## src/rtl/gs_div_if.sv

```systemverilog
// Request/result handshake bundle for the Goldschmidt divider.
// slave  : the divider engine side.
// master : the request source / result consumer side.
interface gs_div_if #(
  parameter int WIDTH = 16
);
  logic             in_valid;
  logic             in_ready;
  logic [WIDTH-1:0] in_n;
  logic [WIDTH-1:0] in_d;
  logic             out_valid;
  logic             out_ready;
  logic [WIDTH-1:0] out_q;
  logic             out_dz;
  logic             out_ovf;

  modport slave (
    input  in_valid, in_n, in_d, out_ready,
    output in_ready, out_valid, out_q, out_dz, out_ovf
  );

  modport master (
    output in_valid, in_n, in_d, out_ready,
    input  in_ready, out_valid, out_q, out_dz, out_ovf
  );
endinterface

```

## src/rtl/gs_div_iter.sv

```systemverilog
// Sequential Goldschmidt divider, Q = N / D, unsigned fixed point with FRAC
// fractional bits. One division in flight; the reciprocal seed comes from an
// external combinational table (seed_d -> seed_f).
// Optional build macro: GS_EARLY_EXIT_EN -- leave the iteration loop as soon
// as the refined divisor reaches exactly 1.0.
module gs_div_iter #(
  parameter int WIDTH = 16,
  parameter int FRAC  = 8,
  parameter int ITERS = 4
) (
  input  logic             clk,
  input  logic             rst_n,
  gs_div_if.slave          bus,
  output logic [WIDTH-1:0] seed_d,
  input  logic [WIDTH-1:0] seed_f
);

  localparam logic [WIDTH-1:0] ONE  = WIDTH'(1) << FRAC;
  localparam logic [WIDTH-1:0] TWO  = WIDTH'(1) << (FRAC + 1);
  localparam logic [3:0]       LAST = 4'(ITERS - 1);

  typedef enum logic [1:0] {
    IDLE = 2'd0,
    SEED = 2'd1,
    MUL  = 2'd2,
    DONE = 2'd3
  } state_t;

  // Fixed-point multiply: keep the WIDTH bits above the fraction, saturate to
  // all ones when anything above them is set. Returns {saturated, value}.
  function automatic logic [WIDTH:0] mul_sat(input logic [WIDTH-1:0] a,
                                             input logic [WIDTH-1:0] b);
    logic [2*WIDTH-1:0] p;
    logic               hi;
    p  = {{WIDTH{1'b0}}, a} * {{WIDTH{1'b0}}, b};
    hi = (p >> (FRAC + WIDTH)) != '0;
    if (hi) mul_sat = {1'b1, {WIDTH{1'b1}}};
    else    mul_sat = {1'b0, WIDTH'(p >> FRAC)};
  endfunction

  state_t           state;
  logic [WIDTH-1:0] n_r;
  logic [WIDTH-1:0] d_r;
  logic [WIDTH-1:0] f_r;
  logic [3:0]       count;
  logic             in_ready_r;
  logic             out_valid_r;
  logic [WIDTH-1:0] out_q_r;
  logic             out_dz_r;
  logic             out_ovf_r;

  logic [WIDTH:0]   n_prod;
  logic [WIDTH:0]   d_prod;
  logic [WIDTH-1:0] n_new;
  logic [WIDTH-1:0] d_new;
  logic             last_iter;

  assign n_prod = mul_sat(n_r, f_r);
  assign d_prod = mul_sat(d_r, f_r);
  assign n_new  = n_prod[WIDTH-1:0];
  assign d_new  = d_prod[WIDTH-1:0];

`ifdef GS_EARLY_EXIT_EN
  assign last_iter = (count == LAST) || (d_new == ONE);
`else
  assign last_iter = (count == LAST);
`endif

  assign seed_d        = d_r;
  assign bus.in_ready  = in_ready_r;
  assign bus.out_valid = out_valid_r;
  assign bus.out_q     = out_q_r;
  assign bus.out_dz    = out_dz_r;
  assign bus.out_ovf   = out_ovf_r;

  // Control FSM and operand registers; every output is registered here.
  always_ff @(posedge clk or negedge rst_n) begin
    if (!rst_n) begin
      state       <= IDLE;
      n_r         <= '0;
      d_r         <= '0;
      f_r         <= '0;
      count       <= '0;
      in_ready_r  <= 1'b1;
      out_valid_r <= 1'b0;
      out_q_r     <= '0;
      out_dz_r    <= 1'b0;
      out_ovf_r   <= 1'b0;
    end else begin
      case (state)
        IDLE: begin
          if (bus.in_valid && in_ready_r) begin
            in_ready_r <= 1'b0;
            n_r        <= bus.in_n;
            d_r        <= bus.in_d;
            count      <= '0;
            out_dz_r   <= 1'b0;
            out_ovf_r  <= 1'b0;
            if (bus.in_d == '0) begin
              // Zero divisor: skip the table and iterations entirely.
              out_q_r     <= '1;
              out_dz_r    <= 1'b1;
              out_valid_r <= 1'b1;
              state       <= DONE;
            end else begin
              state <= SEED;
            end
          end
        end
        SEED: begin
          // seed_d has shown the captured divisor for a full cycle by now.
          f_r   <= seed_f;
          state <= MUL;
        end
        MUL: begin
          n_r       <= n_new;
          d_r       <= d_new;
          f_r       <= TWO - d_new;
          count     <= count + 4'd1;
          out_ovf_r <= out_ovf_r | n_prod[WIDTH] | d_prod[WIDTH];
          if (last_iter) begin
            out_q_r     <= n_new;
            out_valid_r <= 1'b1;
            state       <= DONE;
          end
        end
        DONE: begin
          if (bus.out_ready) begin
            out_valid_r <= 1'b0;
            in_ready_r  <= 1'b1;
            state       <= IDLE;
          end
        end
        default: state <= IDLE;
      endcase
    end
  end

endmodule

```

## src/flat_wrapper.sv

```systemverilog
// flat-port wrapper written by rule: the top's interface ports become plain ports
module gs_div_iter_flat 
#(
  parameter int WIDTH = 16,
  parameter int FRAC  = 8,
  parameter int ITERS = 4
)
  (clk, rst_n, seed_d, seed_f, bus_in_valid, bus_in_n, bus_in_d, bus_out_ready, bus_in_ready, bus_out_valid, bus_out_q, bus_out_dz, bus_out_ovf);
  gs_div_if #(.WIDTH(WIDTH)) bus_i ();
  input  logic clk;
  input  logic rst_n;
  output logic [WIDTH-1:0] seed_d;
  input  logic [WIDTH-1:0] seed_f;
  input wire logic [$bits(bus_i.in_valid)-1:0] bus_in_valid;
  input wire logic [$bits(bus_i.in_n)-1:0] bus_in_n;
  input wire logic [$bits(bus_i.in_d)-1:0] bus_in_d;
  input wire logic [$bits(bus_i.out_ready)-1:0] bus_out_ready;
  output wire logic [$bits(bus_i.in_ready)-1:0] bus_in_ready;
  output wire logic [$bits(bus_i.out_valid)-1:0] bus_out_valid;
  output wire logic [$bits(bus_i.out_q)-1:0] bus_out_q;
  output wire logic [$bits(bus_i.out_dz)-1:0] bus_out_dz;
  output wire logic [$bits(bus_i.out_ovf)-1:0] bus_out_ovf;
  assign bus_i.in_valid = bus_in_valid;
  assign bus_i.in_n = bus_in_n;
  assign bus_i.in_d = bus_in_d;
  assign bus_i.out_ready = bus_out_ready;
  assign bus_in_ready = bus_i.in_ready;
  assign bus_out_valid = bus_i.out_valid;
  assign bus_out_q = bus_i.out_q;
  assign bus_out_dz = bus_i.out_dz;
  assign bus_out_ovf = bus_i.out_ovf;
  gs_div_iter #(.WIDTH(WIDTH), .FRAC(FRAC), .ITERS(ITERS)) u_core (.clk(clk), .rst_n(rst_n), .bus(bus_i), .seed_d(seed_d), .seed_f(seed_f));
endmodule
```

## config.mk

```make
export PLATFORM = sky130hd
export DESIGN_NAME = gs_div_iter_flat
export DESIGN_NICKNAME = d
export VERILOG_FILES = /design/src/rtl/gs_div_if.sv /design/src/rtl/gs_div_iter.sv /design/src/flat_wrapper.sv
export SDC_FILE = /design/constraint.sdc
export NUM_CORES = 1
export LEC_CHECK = 0
export ABC_AREA = 0
export BUFFER_PORTS_ARGS = -buffer_cell sky130_fd_sc_hd__buf_4
export CAP_MARGIN = 0
export CORE_ASPECT_RATIO = 1.1
export CORE_MARGIN = 3
export CORE_UTILIZATION = 45
export CTS_BUF_LIST = sky130_fd_sc_hd__clkbuf_8
export CTS_CLUSTER_SIZE = 10
export DETAILED_ROUTE_END_ITERATION = 8
export SYNTH_ARGS = -nofsm -noshare
export SYNTH_HDL_FRONTEND = slang
export SYNTH_SLANG_ARGS = --single-unit
```

## constraint.sdc

```tcl
create_clock -name clk -period 9.2 [get_ports clk]
set_clock_uncertainty 0.05 [all_clocks]
set_input_delay 1.38 -clock clk [delete_from_list [all_inputs] [get_ports clk]]
set_output_delay 1.38 -clock clk [all_outputs]
set_load 0.05 [all_outputs]
```

### Word-level counts from Yosys, hierarchy flattened

Index checks and enable logic that the tools add are counted.

| storage, ports and cells | value |
|---|---|
| bits in registers | 74 |
| bits in latches | 0 |
| memory bits (writable) | 0 |
| ROM bits | 0 |
| input port bits | 52 |
| memories kept | 0 |

| cells by class | value |
|---|---|
| $add $sub $neg | 2 |
| multipliers | 2 |
| divide/modulo/power cells | 0 |
| magnitude comparators | 0 |
| eq/ne operators | 8 |
| shift-type cells | 0 |
| mux-type cells | 28 |
| bitwise logic cells | 2 |
| reductions and logical operators | 15 |

Operator list:

| cell | count |
|---|---|
| 16-bit one-hot mux with 2 select lines | 4 |
| 16-bit two-way mux | 5 |
| 16-bit by 16-bit multiplier with 32-bit output | 2 |
| 32-bit nonzero test | 2 |
| 17-bit two-way mux | 2 |
| 16-bit logical NOT | 1 |
| 10-bit by 16-bit subtractor with 16-bit output, first input constant | 1 |
| 2-bit two-way mux | 4 |
| 2-bit one-hot mux with 4 select lines | 1 |
| 4-bit one-hot mux with 2 select lines | 1 |
| 1-bit two-way mux | 7 |
| 2-bit by 1-bit != test with 1-bit output, second input constant | 3 |
| 3-bit AND reduction | 2 |
| 2-bit nonzero test | 3 |
| 5-bit AND reduction | 1 |
| 4-bit by 1-bit adder with 4-bit output, second input constant | 1 |
| 2-bit equality test, second input constant | 2 |
| 4-bit by 2-bit equality test with 1-bit output, second input constant | 1 |
| 4-bit two-way mux | 1 |
| 1-bit one-hot mux with 2 select lines | 2 |
| 2-bit AND reduction | 2 |
| 4-bit AND reduction | 1 |
| 1-bit one-hot mux with 3 select lines | 1 |
| 3-bit nonzero test | 1 |
| other kinds (5) | 6 |

### Logic depth before layout (Yosys ltp)

Gate-level depths: netlist (run 1).

| depth | value |
|---|---|
| depth after elaboration | 6 |
| gate-level depth with buffers | 35 |
| mapped depth without buffers | 31 |

### Worst setup path before layout (run 1)

No wires, ideal clock.

| timing path | value |
|---|---|
| path type | flip-flop to flip-flop |
| start | register u_core.d_r[10] (netlist: u_core.seed_d[10]) |
| end | register u_core.f_r[14] |
| library setup time | 0.083 ns |
| data arrival time | 8.544 ns |
| data required time | 9.067 ns |
| setup slack | 0.523 ns |
| cell stages (with the launch flop) | 33 |
| buffers on the path | 3 |
| period minus slack after synthesis | 8.677 ns |
| path through | dfrtp_1 clkbuf_1 nand2_1 fa_1 fa_1 fa_1 fa_1 inv_1 fa_1 inv_1 fa_1 inv_1 ha_1 clkbuf_1 and2_1 and2_1 a32o_1 nor4bb_1 o31a_1 o211a_1 nand4_1 nor3_4 buf_4 and2_1 ha_1 inv_1 a221oi_1 nand3_1 nor4_1 nor2_1 nand3b_1 xor2_1 o21ai_0 |

| on the way | value |
|---|---|
| cells in the longest elaborated chain, start to end | 5 |

Ends and longest elaborated chain:

| element | line | text |
|---|---|---|
| start: declaration | gs_div_iter.sv:43 | `logic [WIDTH-1:0] d_r;` |
| start signal: assignment | gs_div_iter.sv:95 | `d_r <= bus.in_d;` |
| start signal: assignment | gs_div_iter.sv:117 | `d_r <= d_new;` |
| 16-bit by 16-bit multiplier with 32-bit output * | gs_div_iter.sv:35 | `p = {{WIDTH{1'b0}}, a} * {{WIDTH{1'b0}}, b};` |
| 32-bit nonzero test | gs_div_iter.sv:36 | `hi = (p >> (FRAC + WIDTH)) != '0;` |
| 17-bit two-way mux * | gs_div_iter.sv:37 | `if (hi) mul_sat = {1'b1, {WIDTH{1'b1}}};` |
| 10-bit by 16-bit subtractor with 16-bit output * | gs_div_iter.sv:118 | `f_r <= TWO - d_new;` |
| 16-bit one-hot mux with 2 select lines * | gs_div_iter.sv:90 | `case (state)` |
| end signal: assignment | gs_div_iter.sv:118 |  |
| end: declaration | gs_div_iter.sv:44 | `logic [WIDTH-1:0] f_r;` |

Mark *: on every way between the ends. The rest lies on a longest branch, timed or not.
A chain may end at the register's enable or synchronous reset.

### Worst setup path after layout (run 1)

| timing path | value |
|---|---|
| start | register u_core.f_r[4] |
| end | register u_core.f_r[14] |

| on the way | value |
|---|---|
| cells in the longest elaborated chain, start to end | 5 |

Ends and longest elaborated chain:

| element | line |
|---|---|
| 16-bit by 16-bit multiplier with 32-bit output * | gs_div_iter.sv:35 |
| 32-bit nonzero test | gs_div_iter.sv:36 |
| 17-bit two-way mux * | gs_div_iter.sv:37 |
| 10-bit by 16-bit subtractor with 16-bit output * | gs_div_iter.sv:118 |
| 16-bit one-hot mux with 2 select lines * | gs_div_iter.sv:90 |

Marked as above.

==> results of run 1 <==
## worst paths after layout
path | cells past startpoint | slack [ps] | end | start
max | 31 | 490 | u_core.f_r[14]$_DFFE_PN0P_ | u_core.f_r[4]$_DFFE_PN0P_
min | 2 | 450 | u_core.bus.out_valid$_DFFE_PN0P_ | u_core.bus.out_valid$_DFFE_PN0P_
max reg2reg | 31 | 490 | u_core.f_r[14]$_DFFE_PN0P_ | u_core.f_r[4]$_DFFE_PN0P_
min reg2reg | 2 | 450 | u_core.bus.out_valid$_DFFE_PN0P_ | u_core.bus.out_valid$_DFFE_PN0P_
max in group asynchronous | 1 | 7250 | u_core.seed_d[6]$_DFFE_PN0P_ | rst_n
min in group asynchronous | 1 | 1100 | u_core.n_r[12]$_DFFE_PN0P_ | rst_n
## kinds of logic (layout without fill, tap and decap cells)
family / after synthesis / after routing / share of synthesized area
AND/OR/NAND/NOR: 785 / 785 / 0.1884
flip-flops: 74 / 74 / 0.08820
AO/OA/AOI/OAI: 329 / 329 / 0.09874
XOR/XNOR: 50 / 50 / 0.02084
buffers and inverters: 607 / 646 / 0.1095
multiplexers: 5 / 5 / 0.002620
adder cells (fa/ha/maj): 594 / 594 / 0.4917
## critical path, delay by kind of cell, from the launching register on
family | cells | cell delay (ps)
adder cells (fa/ha/maj) | 8 | 3630
AO/OA/AOI/OAI | 8 | 1920
AND/OR/NAND/NOR | 8 | 1720
flip-flops | 1 | 580
buffers and inverters | 6 | 560
XOR/XNOR | 1 | 170
## layer usage
metal / up-vias / GRT usage / routed length, um
met5: - / 0 / 0
met4: 0 / 0.06929 / 1792
met3: 127 / 0.04571 / 4910
met2: 672 / 0.4413 / 30070
met1: 8655 / 0.3657 / 26670
li1: 7656 / - / -
## per-stage QoR
stage / area (um^2) / std cells / utilization / hold WS [ps]
5_1_grt: 22630 / 3071 / 0.4935 / 499.6
3_3_place_gp: 22380 / 3054 / 0.4880 / 423.3
3_5_place_dp: 22380 / 3054 / 0.4880 / 427.4
6_report: 22630 / 3071 / 0.4935 / 451.1
2_1_floorplan: 21010 / 2444 / - / 415.6
4_1_cts: 22590 / 3070 / 0.4925 / 453.3
## area by class of cell
| type | count | area, um^2 | share of cell area |
|---|---|---|---|
| clock inverters | 7 | 82.58 | 0.003648 |
| clock buffers | 9 | 123.9 | 0.005473 |
| inverters | 480 | 1802 | 0.07960 |
| multi-input cells | 1763 | 16900 | 0.7464 |
| flip-flops and latches | 74 | 1869 | 0.08259 |
| repair buffers | 150 | 1126 | 0.04975 |
| well taps | 588 | 735.7 | 0.03250 |
## cells in the final DEF (no fill, tap or decap), drive strengths merged, types with 17 or more instances in the layout
cell	n
inv	484
fa	386
nand2	329
and2	259
ha	208
buf	150
a21oi	86
o21ai	86
dfrtp	73
nor2	62
a31oi	39
xnor2	30
a21o	29
xor2	20
nor3	20
nand4	19
or3	17
## synth_stat cells (4+ instances only)
cell	instances	area share
a21o_1	29	0.010
a211o_1	8	0.0033
and4_1	7	0.0029
xor2_1	20	0.0083
nand4_1	19	0.0057
nor2b_1	14	0.0042
nor4_1	12	0.0036
dfrtp_1	73	0.087
fa_1	386	0.37
a31oi_1	39	0.012
o21ai_1	4	0.00095
nor2_1	62	0.011
ha_1	208	0.12
or2_2	5	0.0015
nor3_1	19	0.0045
o211ai_1	7	0.0025
nand3_1	14	0.0033
clkbuf_1	111	0.020
o21bai_1	5	0.0018
nand2_1	329	0.059
nand3b_1	5	0.0018
xnor2_1	30	0.013
a211oi_1	10	0.0036
and2_1	259	0.077
o31ai_1	5	0.0018
buf_2	6	0.0014
and3_1	8	0.0024
or3_1	17	0.0051
o21a_1	12	0.0043
mux2_2	4	0.0021
a21oi_1	86	0.020
o21ai_0	82	0.020
buf_1	7	0.0013
inv_1	480	0.086
## registers in the layout (all words and copies together), names as in the netlist, 2 cells and up
signal and flops:
u_core.seed_d 16, u_core.bus.out_q 16, u_core.state 2, u_core.count 4
u_core.n_r 16, u_core.f_r 16
## what timing repair did
item	in CTS	in global routing
endpoints found under the setup margin	0	4
buffers inserted	0	1
gates resized for setup	0	17
==> out/metrics.yaml, run 1 <==
run_status: "complete, no violations"
cp_max_fo: 15
die_x_um: 212.0
fill_cells: 4367
synthDistinctLibCells: 77
clk_latency_ps: 410
firstDrtPassIters: 7
crit_type: "reg2reg"
dp_hpwl_mm: 51.37
nNetsFinal: 3124
first_iter_violations: 1205
n_antenna_cell: 0
cap_violations: 0
hold_buffers: 0
cts_htree_levels: 3
wl_per_cell_um: 20.66
synth_nets: 3090
grt_pass1_wl_mm: 101.9
start_util: 0.4581
ys.flop_type: "dfrtp_1"
synthArstFlopShare: 1.000
min_period_ps: 8709
cts_tree: "built"
rsz0062_at_grt: "false"
drive_above_1_share: 0.08216
worst_slew_pin_slew_ps: 1166
ys_seq_area_frac: 0.08820
syn_area_um2: 21010
cp_data_arrival_time_ps: 8970
grt_pass1_vias: 18400
ant_nets: 0
core_area_um2: 45860
cts.path.max_buffers: 2
synthCells: 2444
min_path_type: "reg2reg"
syn_area_per_cell_um2: 8.596
dieArea_um2: 49320
avgViaCountPerCell: 5.571
clkTransAtPathRegs_ps: 90
setup_viol: 0
max_clock_freq_ghz: 0.1148
io_pins: 88
gr-total-overflow: 0
syn_to_final_growth_pct: 7.736
grt.total_usage: 0.2672
drcViolationCount: 0
cp.required_ps: 9460
rows: 82
place_ws_ps: 116.4
ys_seq_elements: 74
path_common_cell: "fa_1"
hold_viol_final: 0
setup_tns_ps: 0
synth_edf_count: 0
numCtsBuffers: 9
grt_max_degree: 75
cts_root_buf: "clkbuf_8"
clock-sinks: 74
maxSlewHeadroom: 0.2162
period_share: 0.9466
worstSetupEndpointType: "flip-flop"
antenna_found_initial: 0
start_kind: "flip-flop"
num_vias: 17110
yosysWarnings: 0
die_h_um: 232.6
drv_slew: 0
critPathMaxStageDelay_ps: 580
worst_slack_ps: 491.2
critPathSlowestCell: "dfrtp_1"
place_congestion: 1.030
port_buffers: 87
wl_mm: 63.44
Power of run 1 is not shown: default switching activity piles up to over one toggle a cycle in this logic, so the estimate is an artifact.
==> inputs of run 2 (changes only) <==
- CELL_PAD_IN_SITES_DETAIL_PLACEMENT: default -> 0
- CELL_PAD_IN_SITES_GLOBAL_PLACEMENT: default -> 1
- PLACE_DENSITY_LB_ADDON: default -> 0.1
==> out/metrics.yaml, run 2 (synthesized netlist as in run 1, its figures left out) <==
setup_viol: 0  # unchanged
die_x_um: 212.0  # unchanged
reg2reg_depth: 31  # unchanged
cp_max_fo: 10  # -5
cts.path.max_buffers: 2  # unchanged
worstSetupEndpointType: "flip-flop"
syn_to_final_growth_pct: 8.189
port_buffers: 87  # unchanged
critPathSlowestCell: "dfrtp_2"
cap_violations: 0  # unchanged
stdcell_count: 3081  # +0.33%
maxSlewHeadroom: 0.1898  # -0.02643
io_pins: 88  # unchanged
cts_htree_levels: 3  # unchanged
critPathMaxStageDelay_ps: 540  # -40 ps
first_iter_violations: 1105  # -8.3%
r2r-start: "u_core.seed_d[10]$_DFFE_PN0P_"
start_util: 0.4581  # unchanged
wl_per_cell_um: 21.25  # +2.9%
dp_cells: 3062  # +0.26%
gr-total-overflow: 0  # unchanged
worstHoldStart: "u_core.bus.out_dz$_DFFE_PN0P_"
dieArea_um2: 49320  # unchanged
cts_root_buf: "clkbuf_8"
grt.total_usage: 0.2733  # +0.006096
avgViaCountPerCell: 5.526  # -0.81%
layout_commonest_cell: "inv_1"
ant_nets: 0  # unchanged
numCtsBuffers: 9  # unchanged
place_congestion: 0.8890  # -14%
clock-sinks: 74  # unchanged
min_path_type: "reg2reg"
grt_pass1_wl_mm: 103.5  # +1.6%
hold_slack_ps: 453.4  # +2.330 ps
clk_latency_ps: 400  # about the same
drv_slew: 0  # unchanged
max_clock_freq_ghz: 0.1132  # -1.4%
hold_path_depth: 2  # unchanged
start_kind: "flip-flop"
worst_slew_pin_slew_ps: 1205  # +39.30 ps
cts_tree: "built"
cp.required_ps: 9460  # about the same
hold_viol_final: 0  # unchanged
drcViolationCount: 0  # unchanged
rows: 82  # unchanged
grt_max_degree: 72  # -4.0%
rsz0062_at_grt: "false"
holdPathEnd: "u_core.bus.out_dz$_DFFE_PN0P_"
path_common_cell: "fa_1"
core_area_um2: 45860  # unchanged
setup_tns_ps: 0  # unchanged
reg2reg_slack_ps: 360  # -130 ps
drive_above_1_share: 0.08708  # +0.004920
crit_type: "reg2reg"
antenna_found_initial: 4  # +4
firstDrtPassIters: 5  # -2
dp_hpwl_mm: 53.85  # +4.8%
cp_data_arrival_time_ps: 9090  # +120 ps
grt_pass1_vias: 17860  # -2.9%
clkTransAtPathRegs_ps: 110  # +20 ps
nNetsFinal: 3133  # +0.29%
die_h_um: 232.6  # unchanged
min_period_ps: 8836  # +126.7 ps
mostFrequentLayoutCells: "inv_1, fa_1, nand2_1"
wl_mm: 65.47  # +3.2%
period_share: 0.9604  # +0.01377
run_status: "complete, no violations"
num_vias: 17030  # -0.49%
r2r-end: "u_core.f_r[14]$_DFFE_PN0P_"
==> run 2: cell types whose count changed in the layout (fill, tap and decap cells not counted), moves of 2 or more <==
cell,previous run,this run
clkinvlp_4,2,0
inv_8,1,3
buf_4,150,157
a21oi_2,1,4
a21oi_1,85,82
==> run 2: per-layer routing <==
metal,track usage,vias to the layer above,part of all wire
met1,0.3919,8736,0.45
li1,-,7681,-
met5,0,-,0
met2,0.4466,519,0.47
met3,0.03654,91,0.058
met4,0.05317,0,0.020
==> run 2: worst max-delay path, delay by kind of cell (launching register included) <==
kind	cells	cell delay [ps]
adder cells (fa/ha/maj)	8	3580
AO/OA/AOI/OAI	8	2050
AND/OR/NAND/NOR	8	1810
flip-flops	1	540
buffers and inverters	6	510
XOR/XNOR	1	190
==> run 2: worst max-delay path by stage <==
stage | slack [ps] | start | to | depth (start not counted)
floorplan | 520 | u_core.seed_d[10]$_DFFE_PN0P_ | u_core.f_r[14]$_DFFE_PN0P_ | 32
global route | 30 | u_core.seed_d[10]$_DFFE_PN0P_ | u_core.f_r[14]$_DFFE_PN0P_ | 31
detailed placement | 60 | u_core.seed_d[7]$_DFFE_PN0P_ | u_core.f_r[14]$_DFFE_PN0P_ | 30
finish | 360 | u_core.seed_d[10]$_DFFE_PN0P_ | u_core.f_r[14]$_DFFE_PN0P_ | 31
CTS | 20 | u_core.seed_d[7]$_DFFE_PN0P_ | u_core.f_r[14]$_DFFE_PN0P_ | 30
global placement | 240 | u_core.seed_d[10]$_DFFE_PN0P_ | u_core.f_r[10]$_DFFE_PN0P_ | 28
==> run 2: through the flow <==
step	area, um^2	util	setup WS, ps
final	22730	0.4956	364.5
after CTS	22640	0.4938	15.40
after floorplan	21010	-	523.5
after global placement	22450	0.4896	244.9
after detailed placement	22450	0.4896	58.20
after global routing	22730	0.4956	29.08
==> run 2: final cells by class <==
type	count	area [um^2]
Fill cell	4476	23130
Multi-Input combinational cell	1763	16920
Sequential cell	74	1869
Inverter	480	1802
Timing Repair Buffer	159	1210
Tap cell	588	735.7
Clock buffer	9	123.9
Clock inverter	7	68.82
Antenna cell	1	2.502
==> run 2: repair_timing <==
item	4_1_cts	5_1_grt
buffers inserted	0	2
endpoints found under the setup margin	0	4
resized for setup	0	24
hold buffers	0	0
Power of run 2 is left out for the same reason.
